File: src/rtl/echo_initiator.sv
// echo_initiator: sends a numbered byte sequence to a transmitter and
// checks each echo from the receiver, counting mismatches and timeouts.
module echo_initiator #(
    parameter int         N_BYTES        = 16,
    parameter logic [7:0] START_BYTE     = 8'h41,
    parameter int         TIMEOUT_CYCLES = 1000000
) (
    input  logic       clk,
    input  logic       rst,
    input  logic       start,
    input  logic       tx_rdy,
    output logic       tx_en,
    output logic [7:0] tx_data,
    input  logic       rx_valid,
    input  logic [7:0] rx_data,
    output logic       busy,
    output logic       done,
    output logic       pass,
    output logic [7:0] err_count,
    output logic       timeout
);

    localparam int              TW       = $clog2(TIMEOUT_CYCLES);
    localparam logic [TW-1:0]   T_LAST   = TW'(TIMEOUT_CYCLES - 1);
    localparam logic [7:0]      IDX_LAST = 8'(N_BYTES - 1);

    typedef enum logic [1:0] {
        S_IDLE,
        S_SEND,
        S_WAIT,
        S_DONE
    } state_t;

    state_t        state_q, state_d;
    logic [7:0]    idx_q, idx_d;
    logic [TW-1:0] tcnt_q, tcnt_d;
    logic [7:0]    err_q, err_d;
    logic          tmo_q, tmo_d;
    logic          tx_en_q, tx_en_d;
    logic [7:0]    tx_data_q, tx_data_d;
    logic          rx_prev_q, rx_prev_d;

    logic          rx_edge;
    logic          tmo_hit;
    logic          last_byte;
    logic          err_inc;
    logic [7:0]    exp_byte;

    assign rx_edge   = rx_valid & ~rx_prev_q;
    assign tmo_hit   = (tcnt_q == T_LAST);
    assign last_byte = (idx_q == IDX_LAST);
    assign exp_byte  = START_BYTE + idx_q;
    assign rx_prev_d = rx_valid;

    always_ff @(posedge clk) begin
        if (!rst) begin
            state_q   <= S_IDLE;
            idx_q     <= 8'h00;
            tcnt_q    <= '0;
            err_q     <= 8'h00;
            tmo_q     <= 1'b0;
            tx_en_q   <= 1'b0;
            tx_data_q <= 8'h00;
            rx_prev_q <= 1'b0;
        end else begin
            state_q   <= state_d;
            idx_q     <= idx_d;
            tcnt_q    <= tcnt_d;
            err_q     <= err_d;
            tmo_q     <= tmo_d;
            tx_en_q   <= tx_en_d;
            tx_data_q <= tx_data_d;
            rx_prev_q <= rx_prev_d;
        end
    end

    always_comb begin
        state_d = state_q;
        unique case (state_q)
            S_IDLE, S_DONE: if (start) state_d = S_SEND;
            S_SEND:         if (tx_rdy) state_d = S_WAIT;
            S_WAIT: begin
                if (rx_edge || tmo_hit)
                    state_d = last_byte ? S_DONE : S_SEND;
            end
            default:        state_d = S_IDLE;
        endcase
    end

    // An echo edge takes priority over a timeout landing in the same cycle.
    always_comb begin
        idx_d     = idx_q;
        tcnt_d    = tcnt_q;
        err_d     = err_q;
        tmo_d     = tmo_q;
        tx_en_d   = 1'b0;
        tx_data_d = tx_data_q;
        err_inc   = 1'b0;
        unique case (state_q)
            S_IDLE, S_DONE: begin
                if (start) begin
                    idx_d  = 8'h00;
                    tcnt_d = '0;
                    err_d  = 8'h00;
                    tmo_d  = 1'b0;
                end
            end
            S_SEND: begin
                if (rx_edge) err_inc = 1'b1;
                if (tx_rdy) begin
                    tx_en_d   = 1'b1;
                    tx_data_d = exp_byte;
                    tcnt_d    = '0;
                end
            end
            S_WAIT: begin
                if (rx_edge) begin
                    if (rx_data != exp_byte) err_inc = 1'b1;
                    if (!last_byte) idx_d = idx_q + 8'd1;
                end else if (tmo_hit) begin
                    tmo_d   = 1'b1;
                    err_inc = 1'b1;
                    if (!last_byte) idx_d = idx_q + 8'd1;
                end else begin
                    tcnt_d = tcnt_q + 1'b1;
                end
            end
            default: begin
                idx_d = idx_q;
            end
        endcase
        if (err_inc && (err_q != 8'hFF)) err_d = err_q + 8'd1;
    end

    always_comb begin
        busy = (state_q == S_SEND) || (state_q == S_WAIT);
        done = (state_q == S_DONE);
        pass = (state_q == S_DONE) && (err_q == 8'h00);
    end

    assign tx_en     = tx_en_q;
    assign tx_data   = tx_data_q;
    assign err_count = err_q;
    assign timeout   = tmo_q;

endmodule

File: config.mk
export PLATFORM = sky130hd
export DESIGN_NAME = echo_initiator
export DESIGN_NICKNAME = d
export VERILOG_FILES = /design/src/rtl/echo_initiator.sv
export SDC_FILE = /design/constraint.sdc
export NUM_CORES = 1
export LEC_CHECK = 0
export BUFFER_PORTS_ARGS = -buffer_cell sky130_fd_sc_hd__buf_4
export CAP_MARGIN = 25
export CORE_MARGIN = 8
export CORE_UTILIZATION = 30
export DETAILED_ROUTE_END_ITERATION = 6
export GPL_TIMING_DRIVEN = 1
export HOLD_SLACK_MARGIN = 0.12
export PLACE_DENSITY = 0.58
export SYNTH_ARGS = -nofsm -noshare
export SYNTH_HDL_FRONTEND = slang
export SYNTH_SLANG_ARGS = --single-unit
File: constraint.sdc
create_clock -name clk -period 2.1 [get_ports clk]
set_input_delay 0.42 -clock clk [delete_from_list [all_inputs] [get_ports clk]]
set_output_delay 0.42 -clock clk [all_outputs]
set_load 0.005 [all_outputs]
==> metrics.txt <==
clk_skew 6.35 ps; Crit. End Element flip-flop; GP Congestion 0.806; hold_buf cts 0; WHS 334 ps; share of cells above drive strength 1 0.322; total CTS buffers 5; Area after DPL 3420 um^2; Max VDD drop 329 uV; Layout Utilization 0.424; leading cell type in the layout, fill and taps excluded buf_4; Worst Max-Slew Pin Slew 467 ps; Mean Syn Cell Area 8.49 um^2; clk sink count 49; post-route ant nets 0; via count 2,546; io pins 34; Reg-to-Reg Start tcnt_q[6]; vias in the first global route 2,448; Rows 34; Initial DRC Count 93; switch share 0.287; worst setup path startpoint tcnt_q[6]; failing checks negative setup slack; Synth top area share 0.361; sequential area share after synthesis 0.361; NetSw 638 uW; TritonCTS clock tree built; Fillers 849; min-delay src rx_valid; Power Total 2.22 mW; Mapped Nets 341; Reg power frac 0.442; DPL Wire Length 5400 um; Max-cap violations 0; final setup margin -37.5 ps; minimum clock period after layout 2140 ps; antenna violations before repair 0; type of the most critical hold path primary input to flip-flop; Root Driver clkbuf_8; diodes inserted 0; Post-synth EDFFs 0; critical path launch point type flip-flop; Nets 417; outcome complete, but fails checks; Die X 111 um; Period Utilization, post-route 1.02; RSZ-0062 raised after global routing true; drc violations 0; CTS clk-pin slew, worst paths 90 ps; largest net degree at the start of global routing 18; #FFs+latches synth 49; buffers added on ports 33; post-synthesis cell count 320; drt via density 5.04; Rel. slew slack 0.684; Die H 111 um; Logic pwr share 0.237; Initial Util 0.310; largest fanout on the critical path 6; Power Dens Cells 598 nW/um^2; Clock Power Share 0.321; total global routing overflow 0; Area contributors post-synth dfxtp_1 36%, xnor2_1 5.2%, nor2_1 5.0%, nand2_1 4.4%, xor2_1 3.9%; Total GRT Usage 0.111; Synth async-reset ratio 0; CORE AREA 8760 um^2; H-tree lvl count 2; synthesized area 2720 um^2; Fmax 468 MHz; Area Overhead vs Synth 36.8%; Synthesis Warnings 0; area leader, netlist dfxtp_1; internal power 1.58 mW; ys flop type dfxtp_1; later-pin clock latency in the skew report 300 ps; 1st-pass router iterations 4; final setup fails 16; WP data required 2290 ps; most frequent cells in the layout 78 x buf_4, 45 x dfxtp_1, 35 x nor2_1; Hold Fails Final Rpt 0; Pins Over Slew Limit 0; critical path class flip-flop to flip-flop; first-pass GRT wire length 11,500 um; sum of negative setup slack -235 ps; wire per inst 14.2 um; clock buffer depth 2; Lkg Pwr 1.44 nW; Critical Path AT 2330 ps; Netlist cell types 51; DRT Wirelength 7170 um; die area 12,400 um^2; Design Area, Final 3720 um^2
cell usage after synthesis, types with 4 or more instances:
master / instances
xnor2_1: 16
nor3b_1: 4
a21oi_1: 17
ha_1: 8
and3_1: 10
dfxtp_1: 49
nand3_1: 14
xor2_1: 12
o211ai_1: 7
o21ai_1: 8
clkbuf_1: 10
nor3_1: 4
or4_1: 4
inv_1: 7
nand2_1: 32
or3_1: 5
and2_1: 6
a211oi_1: 10
nor2_1: 36
xnor3_1: 4
o21ai_0: 9
cell families after synthesis:
kind of cell / after synthesis / synth area share
adders and majority gates: 8 / 0.0369
DFF: 49 / 0.361
and+or+nand+nor: 136 / 0.257
xor gates and xnor gates: 32 / 0.123
buffers and inverters: 21 / 0.0313
AOI/OAI and AO/OA: 72 / 0.182
muxes: 2 / 0.00737
area by class of cell:
class | instances | area, um^2 | area share
Clock buffer | 6 | 82.6 | 0.0222
Clock inverter | 2 | 37.5 | 0.0101
Inverter | 8 | 30.0 | 0.00808
Multi-Input combinational cell | 251 | 1820 | 0.489
Sequential cell | 49 | 986 | 0.265
Tap cell | 108 | 135 | 0.0364
Timing Repair Buffer | 81 | 628 | 0.169
stage by stage:
| step | setup WS (ps) | cells |
|---|---|---|
| finish | -37.5 | 505 |
| global route | -125 | 505 |
| CTS | -51.1 | 503 |
| detailed placement | -60.7 | 495 |
| global placement | -17.8 | 495 |
| floorplan | -30.9 | 320 |
power by group through the flow:
stage	clock, mW	combinational, mW	sequential, mW
after global placement	0	0.489	1.00
after CTS	0.744	0.492	0.984
after global routing	0.773	0.576	0.987
final	0.713	0.526	0.983
after floorplan	0	0.248	1.01
after detailed placement	0	0.486	1.01
registers in the layout (all words and copies together) (netlist names):
register	cells
idx_q	8
tx_data	8
state_q	2
rx_prev_q	1
tcnt_q	20
timeout	1
err_count	8
tx_en	1
path summary, 6_finish.rpt:
check	endpoint	slack, ps	cells past startpoint
max reg2reg	tcnt_q[17]	-40	6
max	tcnt_q[17]	-40	6
min reg2reg	tx_data[1]	460	2
min	rx_prev_q	330	2
worst max-delay path, cell delays in order, from the launching register on:
cell	delay [ps]
dfxtp_2	330
or4_4	510
or4_4	490
o21a_4	250
o211ai_4	240
or3_1	150
a21oi_1	50
layer usage:
layer / wire, um / global-route usage / vias up
li1: - / - / 1306
met1: 3240 / 0.126 / 1211
met2: 3660 / 0.195 / 23
met3: 166 / 0.0195 / 6
met4: 111 / 0.0551 / 0
met5: 0 / 0 / -
repair_timing:
item / 4_1_cts / 5_1_grt
buffers inserted: 0 / 1
cloned: 0 / 1
gates resized for setup: 5 / 33
endpoints found under the setup margin: 19 / 38
pin swaps: 3 / 20
Power figures use the tool's default switching activity.
